<file path="src/rtl/booth_radix4_seq.sv">
// ---------------------------------------------------------------------------
// booth_radix4_seq
//
// Sequential radix-4 (modified Booth) multiplier. It retires two multiplier
// bits per clock. The operands and the signed/unsigned mode are captured with
// start. The product is written to a holding register, and done pulses for
// one cycle when the product is written.
//
// Parameters
//   M_BITS       multiplicand width (>= 2)
//   N_BITS       multiplier width   (>= 2)
//
// Ports
//   clk          rising-edge clock
//   rst_n        asynchronous active-low reset
//   start        operation request, accepted only while busy=0
//   signed_mode  1: both operands two's complement, 0: both unsigned
//   mpd          multiplicand [M_BITS-1:0]
//   mpr          multiplier   [N_BITS-1:0]
//   answer       product register [M_BITS+N_BITS-1:0], held between results
//   busy         operation in progress
//   done         one-cycle strobe, answer updated on the same edge
// ---------------------------------------------------------------------------
module booth_radix4_seq #(
    parameter int M_BITS = 12,
    parameter int N_BITS = 8
) (
    input  logic                     clk,
    input  logic                     rst_n,
    input  logic                     start,
    input  logic                     signed_mode,
    input  logic [M_BITS-1:0]        mpd,
    input  logic [N_BITS-1:0]        mpr,
    output logic [M_BITS+N_BITS-1:0] answer,
    output logic                     busy,
    output logic                     done
);

    // The multiplier is widened to an even width with at least one guard bit.
    // An unsigned operand then never produces a negative top triplet.
    localparam int NI = 2 * ((N_BITS + 2) / 2);
    localparam int IT = NI / 2;
    localparam int CW = $clog2(IT + 1);
    localparam int MW = M_BITS + 2;
    localparam int AW = M_BITS + 3;
    localparam int PW = M_BITS + N_BITS;

    typedef enum logic {
        IDLE = 1'b0,
        RUN  = 1'b1
    } state_t;

    state_t               state;
    state_t               state_nxt;
    logic [CW-1:0]        cnt;
    logic                 accept;
    logic                 last;

    logic signed [MW-1:0] mcand;
    logic signed [AW-1:0] acc;
    logic signed [AW-1:0] sum;
    logic signed [AW-1:0] acc_nxt;
    logic [NI-1:0]        q;
    logic [NI-1:0]        q_nxt;
    logic                 qm1;

    // Booth recoding of one triplet {q[2i+1], q[2i], q[2i-1]} into a partial
    // product in {-2M, -M, 0, +M, +2M}.
    function automatic logic signed [AW-1:0] booth_pp(
        input logic [2:0]           trip,
        input logic signed [MW-1:0] m
    );
        logic signed [AW-1:0] m1;
        logic signed [AW-1:0] pp;
        m1 = {m[MW-1], m};
        pp = '0;
        case (trip)
            3'b001, 3'b010: pp = m1;
            3'b011:         pp = m1 <<< 1;
            3'b100:         pp = -(m1 <<< 1);
            3'b101, 3'b110: pp = -m1;
            default:        pp = '0;
        endcase
        return pp;
    endfunction

    assign accept = (state == IDLE) && start;
    assign last   = (state == RUN) && (cnt == CW'(1));
    assign busy   = (state == RUN);

    // One iteration: add the partial product to the upper half, then shift
    // {acc, q, qm1} arithmetically right by two. The sign fill comes from the
    // accumulator MSB.
    always_comb begin
        sum     = acc + booth_pp({q[1:0], qm1}, mcand);
        acc_nxt = {{2{sum[AW-1]}}, sum[AW-1:2]};
        q_nxt   = {sum[1:0], q[NI-1:2]};
    end

    always_comb begin
        state_nxt = state;
        case (state)
            IDLE: if (start) state_nxt = RUN;
            RUN:  if (cnt == CW'(1)) state_nxt = IDLE;
        endcase
    end

    always_ff @(posedge clk or negedge rst_n) begin
        if (!rst_n) begin
            state  <= IDLE;
            cnt    <= '0;
            done   <= 1'b0;
            answer <= '0;
        end else begin
            state <= state_nxt;
            done  <= last;
            if (accept) begin
                cnt <= CW'(IT);
            end else if (busy) begin
                cnt <= cnt - CW'(1);
            end
            // After the last shift, {acc, q} holds the full product. Its low
            // PW bits are exact in both modes.
            if (last) begin
                answer <= PW'({acc_nxt, q_nxt});
            end
        end
    end

    // The datapath registers need no reset. They are always loaded on accept
    // before anything reads them.
    always_ff @(posedge clk) begin
        if (accept) begin
            mcand <= {{2{signed_mode & mpd[M_BITS-1]}}, mpd};
            acc   <= '0;
            q     <= {{(NI - N_BITS){signed_mode & mpr[N_BITS-1]}}, mpr};
            qm1   <= 1'b0;
        end else if (busy) begin
            acc   <= acc_nxt;
            q     <= q_nxt;
            qm1   <= q[1];
        end
    end

endmodule

</file>
<file path="config.mk">
export PLATFORM = sky130hd
export DESIGN_NAME = booth_radix4_seq
export DESIGN_NICKNAME = d
export VERILOG_FILES = /design/src/rtl/booth_radix4_seq.sv
export SDC_FILE = /design/constraint.sdc
export NUM_CORES = 1
export LEC_CHECK = 0
export CAP_MARGIN = 20
export CORE_ASPECT_RATIO = 1.1
export CORE_MARGIN = 3
export CORE_UTILIZATION = 57
export CTS_CLUSTER_SIZE = 16
export DETAILED_ROUTE_END_ITERATION = 8
export PLACE_DENSITY = 0.81
export SKIP_CTS_REPAIR_TIMING = 1
export SLEW_MARGIN = 5
export SYNTH_ARGS = -nofsm -noshare
export SYNTH_HDL_FRONTEND = slang
export SYNTH_SLANG_ARGS = --single-unit
</file>
<file path="constraint.sdc">
create_clock -name clk -period 7.7 [get_ports clk]
set_clock_uncertainty 0.2 [all_clocks]
set_input_delay 1.155 -clock clk [delete_from_list [all_inputs] [get_ports clk]]
set_output_delay 1.155 -clock clk [all_outputs]
set_load 0.02 [all_outputs]
</file>
==> metrics.md, run 1 <==
| Metric | Value |
|---|---|
| Die area | `7460 µm²` |
| Largest net degree at the start of global routing | `31` |
| Row count | `30` |
| Router iterations before antenna repair | `6` |
| Setup TNS | `0 ns` |
| Initial DRC Count | `approximately 240` |
| Core Region | `between 6000 and 7000 µm²` |
| Root buf cell | `clkbuf_8` |
| Share of cells above drive strength 1 | `9.26%` |
| Rel. slew slack | `32.2%` |
| Util after Layout | `between 70% and 80%` |
| Tightest Pin Transition | `between 1 and 1.5 ns` |
| DP HPWL | `slightly above 6000 µm` |
| Clock Sinks | `a little over 60` |
| Count of input and output buffers | `45` |
| Post-route ant nets | `0` |
| Crit path max fanout | `28` |
| Hold depth | `2` |
| Crit path DAT | `~4.6 ns` |
| Fin. Hold Viols | `0` |
| Cts bufs inserted | `9` |
| Startpoint Class | `flop` |
| Worst Setup Path Type | `flop to flop` |
| Outcome | `complete, no violations` |
| Top-area cell type share of the netlist area | `18.8%` |
| Maximum clock frequency | `221 MHz` |
| Synth cell types | `59` |
| Syn nets | `about 430` |
| Final min period | `4.52 ns` |
| Number of synthesized register bits | `62` |
| Critical Path RT | `~7.7 ns` |
| Placer Congestion | `a little under 0.9` |
| Nets | `~470` |
| Syn Area/Cell | `about 9.4 µm²` |
| Leak | `between 1.5 and 2 nW` |
| Dpl cell area | `between 4000 and 5000 µm²` |
| Clock Latency Late Sink | `~0.35 ns` |
| CP endpoint kind | `flop` |
| Total power | `2.41 mW` |
| Synth Instances | `390` |
| Post-synth top flop | `dfrtp_1` |
| Seq/Total Area, Yosys | `43.4%` |
| Post-DR wirelength/cell | `between 15 and 20 µm` |
| I/O pin count | `46` |
| H-Tree Level Count | `3` |
| Post-Route WL | `approximately 8700 µm` |
| Starting Density | `about 59%` |
| Via count | `slightly above 3000` |
| Worst min path class | `flop to flop` |
| Fin. max-slew vios | `0` |
| Post-synth ARST share | `40.3%` |
| Final instance area | `roughly 4400 µm²` |
| Yosys warnings | `0` |
| Hold slack | `roughly 0.27 ns` |
| Clk slew on worst S/H paths | `about 0.08 ns` |
| RSZ-0062 raised after global routing | `false` |
| RR Endpoint | `acc[12]` |
| Leading post-synthesis cells by cell area | `edfxtp_1 (19%), dfrtp_1 (17%), nand2_1 (7.8%)` |
| Pwr dens | `roughly 550 nW/µm²` |
| TritonCTS clock tree | `built` |
| Max cap viols | `0` |
| Die width | `a little over 80 µm` |
| Post-synthesis cell area | `around 3700 µm²` |
| Max clock buf depth | `2` |
| Initial antenna violation count | `0` |
| Reg2Reg Depth | `12` |
| Reg2Reg Launch Point | `q[0]` |
| Setup violators final | `0` |
| R2R Setup Slk | `between 3 and 4 ns` |
| Largest area contributor in the netlist | `edfxtp_1` |
| GRT Total Usage | `roughly a quarter` |
| First-pass GRT wire length | `approximately 14000 µm` |
| Area Growth Syn to Fin | `19.1%` |
| Residual DRC | `0` |
| GRT overflow | `0` |
| Vias per cell | `5.97` |
| Worst IR drop on VDD | `around 360 µV` |
| Post-synth EDFFs | `23` |
| Final worst-path cycle share | `roughly 60%` |
| Die Ht | `between 90 and 100 µm` |
| ANT cells | `0` |
| Worst Hold Launch | `acc[11]` |
| Hold EP | `acc[11]` |
| Vias in the first global route | `2996` |
==> layout by cell type (no fill, tap or decap), types with 12 or more instances in the layout <==
cell type        netlist  routed
dfrtp_1               25      25
edfxtp_1              23      23
clkdlybuf4s50_1        0      45
ha_1                  17      17
dfxtp_1               14      14
xor2_1                12      12
inv_1                 15      15
nor2_1                18      18
a21oi_1               23      23
nand2_1               77      77
o21ai_0               19      19
xnor2_1               18      18
==> sequential cells by signal, indices dropped and copies added (netlist names) <==
signal  count
q          10
qm1         1
done        1
busy        1
cnt         3
mcand      13
answer     20
acc        13
==> Yosys cell counts (all sizes together), types with 5 or more instances <==
master and instances:
dfrtp 25, dfxtp 14, nand3 6, edfxtp 23, nand2 77, ha 17
xnor2 18, a21o 6, nor2b 6, nor3 9, o21ai 20, clkbuf 14
inv 15, mux2i 6, nor2 19, a21oi 23, xor2 12, o22ai 5
buf 7, a221oi 6, a31oi 6, mux2 11, a22o 6
==> layout make-up <==
class / count / area, µm²
sequential: 62 / 1600
fill: 495 / 1840
inverter: 16 / 60.1
multi-input combinational: 291 / 1930
tap: 80 / 100
clock buffer: 11 / 151
timing repair buffer: 47 / 493
clock inverter: 5 / 56.3
==> power breakdown <==
| group | switching (mW) | internal (mW) |
|---|---|---|
| clock network | 0.138 | 0.167 |
| logic | 0.776 | 0.655 |
| registers | 0.162 | 0.514 |
| total | 1.08 | 1.34 |
==> worst max-delay path, stage by stage, from the launching register on <==
cell and delay (ns):
edfxtp_1 1.02, inv_1 0.42, nor2_1 0.51, nand2_1 0.11
a31oi_1 0.19, ha_1 0.31, a21oi_1 0.21, nor2b_1 0.07
a311o_1 0.37, a221o_1 0.46, a221oi_4 0.29, xnor2_1 0.14
o22ai_1 0.09
==> layer usage <==
layer | GRT usage, % | wire length (µm) | part of all wire, %
met2 | 39.8 | 4340 | 50
met5 | 0 | 0 | 0
met3 | 5.19 | 383 | 4.4
met1 | 33.4 | 3760 | 43
met4 | 10.5 | 211 | 2.4
==> kinds of logic after synthesis <==
logic type / synth area share, %
and+or+nand+nor: 16.3
DFF: 43.4
muxes: 5.00
buffers and inverters: 4.31
adders and majority gates: 6.32
xor gates and xnor gates: 7.14
AOI/OAI and AO/OA: 17.6
==> metrics by stage <==
step / setup slack (ns) / instances
after floorplan: 3.76 / 390
after global placement: 3.48 / 494
after detailed placement: 3.23 / 495
after CTS: 3.21 / 511
after global routing: 2.86 / 512
final: 3.18 / 512
==> worst max path at each step <==
stage | from | to | slack [ns] | cells after the start
after floorplan | mcand[0] | acc[12] | 3.76 | 16
after global placement | q[0] | acc[12] | 3.48 | 12
after detailed placement | q[0] | acc[12] | 3.23 | 12
after CTS | q[0] | acc[12] | 3.21 | 12
after global routing | q[0] | acc[12] | 2.86 | 12
final | q[0] | acc[12] | 3.18 | 12
No activity file was read; power rests on OpenSTA's default activity.
==> run 2, diff against run 1 <==
--- a/config.mk
+++ b/config.mk
@@ -8,10 +8,10 @@
 export CAP_MARGIN = 20
 export CORE_ASPECT_RATIO = 1.1
 export CORE_MARGIN = 3
-export CORE_UTILIZATION = 57
+export CORE_UTILIZATION = 56
 export CTS_CLUSTER_SIZE = 16
 export DETAILED_ROUTE_END_ITERATION = 8
-export PLACE_DENSITY = 0.81
+export PLACE_DENSITY = 0.79
 export SKIP_CTS_REPAIR_TIMING = 1
 export SLEW_MARGIN = 5
 export SYNTH_ARGS = -nofsm -noshare
==> constraint.sdc (replaced) <==
create_clock -name clk -period 4.67 [get_ports clk]
set_clock_uncertainty 0.2 [all_clocks]
set_input_delay 0.7005 -clock clk [delete_from_list [all_inputs] [get_ports clk]]
set_output_delay 0.7005 -clock clk [all_outputs]
set_load 0.02 [all_outputs]
==> metrics.md, run 2 (synthesis gave the netlist of run 1 again) <==
| Metric | Value |
|---|---|
| Outcome | `complete, no violations` |
| Setup TNS | `0 ns` |
| ANT cells | `0` |
| Comb pwr share | `around three fifths` |
| Worst IR drop on VDD | `467 µV` |
| CP endpoint kind | `flop` |
| Max clock buf depth | `2` |
| Crit path DAT | `roughly 4 ns` |
| Row count | `30` |
| Clock Latency Late Sink | `0.34 ns` |
| I/O pin count | `46` |
| DP Cell Count | `497` |
| Clk slew on worst S/H paths | `approximately 0.07 ns` |
| Largest register by flop count | `answer` |
| Max FFs per register | `20` |
| Fin. max-slew vios | `0` |
| Commonest non-fill, non-tap cell in the layout | `nand2_1` |
| Rel. slew slack | `~45%` |
| Die width | `about 83 µm` |
| GRT overflow | `0` |
| Switching share of power | `44.1%` |
| Sequential share of power | `a little over a quarter` |
| Max cap viols | `0` |
| Core Region | `about 6300 µm²` |
| Pwr dens | `between 900 and 1000 nW/µm²` |
| Placer Congestion | `about 0.88` |
| Post-route ant nets | `0` |
| Die Ht | `91.0 µm` |
| TritonCTS clock tree | `built` |
| Starting Density | `58.7%` |
| Final min period | `a little over 4 ns` |
| Dpl ws | `slightly below 0.6 ns` |
| Cts bufs inserted | `9` |
| R2R Setup Slk | `roughly 0.60 ns` |
| Clk pwr share | `between 10% and 20%` |
| First-pass GRT wire length | `approximately 14000 µm` |
| Int Pwr | `~2.2 mW` |
| RSZ-0062 raised after global routing | `false` |
| Fillers | `around 480` |
| Die area | `roughly 7600 µm²` |
| Root buf cell | `clkbuf_8` |
| Initial antenna violation count | `0` |
| Startpoint Class | `flop` |
| Final worst-path cycle share | `87.2%` |
| Final Non-Filler Cells | `514` |
| Top flop regs | `answer (20), acc (13), mcand (13)` |
| Worst min path class | `flop to flop` |
| Final worst-path setup slack | `0.598 ns` |
| Area Growth Syn to Fin | `19.2%` |
| Total power | `3.97 mW` |
| Vias in the first global route | `about 2900` |
| Fin. Hold Viols | `0` |
| Residual DRC | `0` |
| Tightest Pin Transition | `0.827 ns` |
| Router iterations before antenna repair | `5` |
| Via count | `3034` |
| Critical Path RT | `~4.7 ns` |
| H-Tree Level Count | `3` |
| Initial DRC Count | `235` |
| Switching power total | `~1.8 mW` |
| Worst Setup Path Type | `flop to flop` |
| Crit path max fanout | `6` |
| Post-Route WL | `about 8400 µm` |
| Largest net degree at the start of global routing | `28` |
| Post-DR wirelength/cell | `16.4 µm` |
| Leak | `roughly 1.8 nW` |
| Clock Sinks | `62` |
| Setup violators final | `0` |
| GRT Total Usage | `23.0%` |
| Nets | `between 400 and 500` |
| Share of cells above drive strength 1 | `under 10%` |
| Count of input and output buffers | `between 40 and 50` |
| Vias per cell | `between 5 and 6` |
| Maximum clock frequency | `approximately 250 MHz` |
| Commonest cells after routing, fill and taps aside | `nand2_1 (77), clkdlybuf4s50_1 (45), dfrtp_1 (25)` |
| DP HPWL | `about 5900 µm` |
run 2: cell count changes in the layout (fill, tap and decap cells not counted):
cell        change
clkinvlp_4      -1
clkinv_4        -1
clkinv_1        -1
buf_16          -1
bufinv_16       -1
clkbuf_16       +2
clkbuf_1        +2
buf_4           +3
run 2: worst paths after layout:
path	start	endpoint	depth (start not counted)
worst min register to register	acc[0]	acc[0]	2
worst max-delay path	mcand[0]	acc[12]	15
worst min-delay path	acc[0]	acc[0]	2
worst max register to register	mcand[0]	acc[12]	15
min in group asynchronous	rst_n	answer[9]	1
max in group asynchronous	rst_n	answer[15]	2
run 2: worst max-delay path: stages (launching register included):
cell	delay, ns
edfxtp_1	0.40
inv_1	0.13
ha_1	0.21
or4b_4	0.53
or3_4	0.35
nand2_1	0.09
xnor2_1	0.10
a221oi_2	0.27
a31oi_1	0.07
ha_1	0.34
a21o_1	0.19
a31o_2	0.21
a221o_1	0.37
a221oi_4	0.28
xnor2_1	0.14
o22ai_1	0.08
run 2: cell type report:
| type | count | area [µm²] | share of cell area (%) |
|---|---|---|---|
| clock inverter | 1 | 6.26 | 0.143 |
| tap | 80 | 100 | 2.28 |
| multi-input combinational | 291 | 1930 | 44.0 |
| timing repair buffer | 49 | 488 | 11.1 |
| sequential | 62 | 1600 | 36.4 |
| clock buffer | 15 | 209 | 4.76 |
| inverter | 16 | 60.1 | 1.37 |
run 2: power by group through the flow:
stage | clock [mW] | combinational (mW) | sequential [mW]
2_1_floorplan | 0 | 1.76 | 1.07
3_3_place_gp | 0 | 2.34 | 1.05
3_5_place_dp | 0 | 2.39 | 1.05
4_1_cts | 0.513 | 2.41 | 1.04
5_1_grt | 0.535 | 2.67 | 1.08
6_report | 0.505 | 2.42 | 1.05
run 2: per-stage QoR:
stage,area (µm²),hold WS (ns),utilization [%]
detailed placement,4160,0.266,66.3
floorplan,3680,0.205,-
CTS,4370,0.277,69.8
finish,4390,0.273,70.0
global placement,4160,0.248,66.3
global route,4390,0.310,70.0
run 2: routing by layer:
layer,routed length (µm),track usage [%],up-vias
li1,-,-,1464
met1,3730,29.5,1468
met2,4110,37.3,86
met3,413,6.35,16
met4,161,7.77,0
met5,0,0,-
==> run 3, diff against run 2 <==
--- a/config.mk
+++ b/config.mk
@@ -5,7 +5,7 @@
 export SDC_FILE = /design/constraint.sdc
 export NUM_CORES = 1
 export LEC_CHECK = 0
-export CAP_MARGIN = 20
+export CAP_MARGIN = 0
 export CORE_ASPECT_RATIO = 1.1
 export CORE_MARGIN = 3
 export CORE_UTILIZATION = 56
==> metrics.md, run 3 (synthesis gave the netlist of run 1 again) <==
| Metric | Value |
|---|---|
| Final worst-path cycle share | `approximately 87%` |
| Die Ht | `a little over 90 µm` |
| Setup TNS | `0 ns` |
| Die width | `between 80 and 90 µm` |
| Commonest non-fill, non-tap cell in the layout | `nand2_1` |
| Crit path DAT | `4.09 ns` |
| Worst Hold Launch | `acc[0]` |
| Clock Latency Late Sink | `around 0.34 ns` |
| Final min period | `approximately 4.1 ns` |
| Clk pwr share | `12.7%` |
| Dpl cell area | `approximately 4200 µm²` |
| DP Cell Count | `slightly below 500` |
| Max FFs per register | `20` |
| Fin. Hold Viols | `0` |
| Post-route ant nets | `0` |
| I/O pin count | `46` |
| Share of cells above drive strength 1 | `under 10%` |
| Nets | `between 400 and 500` |
| RSZ-0062 raised after global routing | `false` |
| Maximum clock frequency | `245 MHz` |
| GRT overflow | `0` |
| Reg2Reg Launch Point | `mcand[0]` |
| Max clock buf depth | `2` |
| Initial antenna violation count | `0` |
| Final instance area | `4370 µm²` |
| Total power | `3.96 mW` |
| Residual DRC | `0` |
| Fin. max-slew vios | `0` |
| Router iterations before antenna repair | `4` |
| Fillers | `roughly 480` |
| Via count | `3017` |
| Clock Sinks | `62` |
| Vias per cell | `around 5.9` |
| Worst IR drop on VDD | `458 µV` |
| Core Region | `about 6300 µm²` |
| Worst min path class | `flop to flop` |
| Count of input and output buffers | `45` |
| Starting Density | `between 50% and 60%` |
| Largest register by flop count | `answer` |
| Leak | `about 1.8 nW` |
| DP HPWL | `about 5900 µm` |
| Rel. slew slack | `around 25%` |
| Final Non-Filler Cells | `513` |
| Switching power total | `1.74 mW` |
| GRT Total Usage | `about 23%` |
| Largest net degree at the start of global routing | `28` |
| Initial DRC Count | `256` |
| Commonest cells after routing, fill and taps aside | `nand2_1 (77), clkdlybuf4s50_1 (45), dfrtp_1 (25)` |
| First-pass GRT wire length | `~14000 µm` |
| Startpoint Class | `flop` |
| Worst Setup Path Type | `flop to flop` |
| Setup violators final | `0` |
| Cts bufs inserted | `9` |
| Switching share of power | `between 40% and 50%` |
| H-Tree Level Count | `3` |
| Comb pwr share | `about three fifths` |
| TritonCTS clock tree | `built` |
| Int Pwr | `roughly 2.2 mW` |
| Clk slew on worst S/H paths | `approximately 0.070 ns` |
| Root buf cell | `clkbuf_8` |
| CP endpoint kind | `flop` |
| Tightest Pin Transition | `1.12 ns` |
| Critical Path RT | `4.69 ns` |
| Crit path max fanout | `6` |
| ANT cells | `0` |
| Top flop regs | `answer (20), acc (13), mcand (13)` |
| Post-Route WL | `8310 µm` |
| Pwr dens | `905 nW/µm²` |
| Row count | `30` |
| Vias in the first global route | `2924` |
| Max cap viols | `0` |
| Outcome | `complete, no violations` |
| Crit path from | `mcand[0]` |
| Sequential share of power | `around a quarter` |
| Placer Congestion | `around 0.88` |
| Die area | `between 7000 and 8000 µm²` |
| Post-DR wirelength/cell | `between 15 and 20 µm` |
| Area Growth Syn to Fin | `18.8%` |
-- run 3: power groups by stage --
stage / clock network (mW) / logic, mW / registers, mW
CTS: 0.513 / 2.41 / 1.04
global route: 0.535 / 2.67 / 1.08
detailed placement: 0 / 2.39 / 1.05
finish: 0.502 / 2.41 / 1.05
global placement: 0 / 2.34 / 1.05
floorplan: 0 / 1.76 / 1.07
-- run 3: layout make-up --
class / instances / area [µm²] / area share, %
Clock buffer: 15 / 209 / 4.78
Clock inverter: 1 / 6.26 / 0.143
Inverter: 16 / 60.1 / 1.37
Multi-Input combinational cell: 291 / 1930 / 44.1
Sequential cell: 62 / 1600 / 36.5
Tap cell: 80 / 100 / 2.29
Timing Repair Buffer: 48 / 473 / 10.8
-- run 3: path summary, 6_finish.rpt --
| kind | to | slack (ns) | depth (start not counted) |
|---|---|---|---|
| min in group asynchronous | answer[9] | 0.76 | 1 |
| max in group asynchronous | answer[11] | 2.84 | 1 |
| hold reg to reg | acc[0] | 0.27 | 2 |
| setup reg to reg | acc[12] | 0.60 | 15 |
| setup / recovery | acc[12] | 0.60 | 15 |
| hold / removal | acc[0] | 0.27 | 2 |
-- run 3: per-stage QoR --
stage / hold slack [ns] / worst slack (ns) / utilization [%]
finish: 0.274 / 0.596 / 69.8
CTS: 0.277 / 0.581 / 69.8
floorplan: 0.205 / 0.733 / -
detailed placement: 0.266 / 0.581 / 66.3
global route: 0.310 / 0.372 / 69.8
global placement: 0.248 / 0.676 / 66.3
-- run 3: routing by layer --
layer | up-vias | GRT usage (%) | share of wire (%)
met4 | 0 | 7.77 | 2.0
met5 | - | 0 | 0
li1 | 1465 | - | -
met1 | 1442 | 29.5 | 44
met3 | 15 | 6.35 | 6.1
met2 | 95 | 37.3 | 48
-- run 3: critical path, cell delays in order (launching register included) --
cell      delay [ns]
edfxtp_1        0.40
inv_1           0.13
ha_1            0.21
or4b_4          0.53
or3_4           0.35
nand2_1         0.09
xnor2_1         0.11
a221oi_2        0.27
a31oi_1         0.07
ha_1            0.34
a21o_1          0.19
a31o_2          0.21
a221o_1         0.37
a221oi_4        0.27
xnor2_1         0.14
o22ai_1         0.08
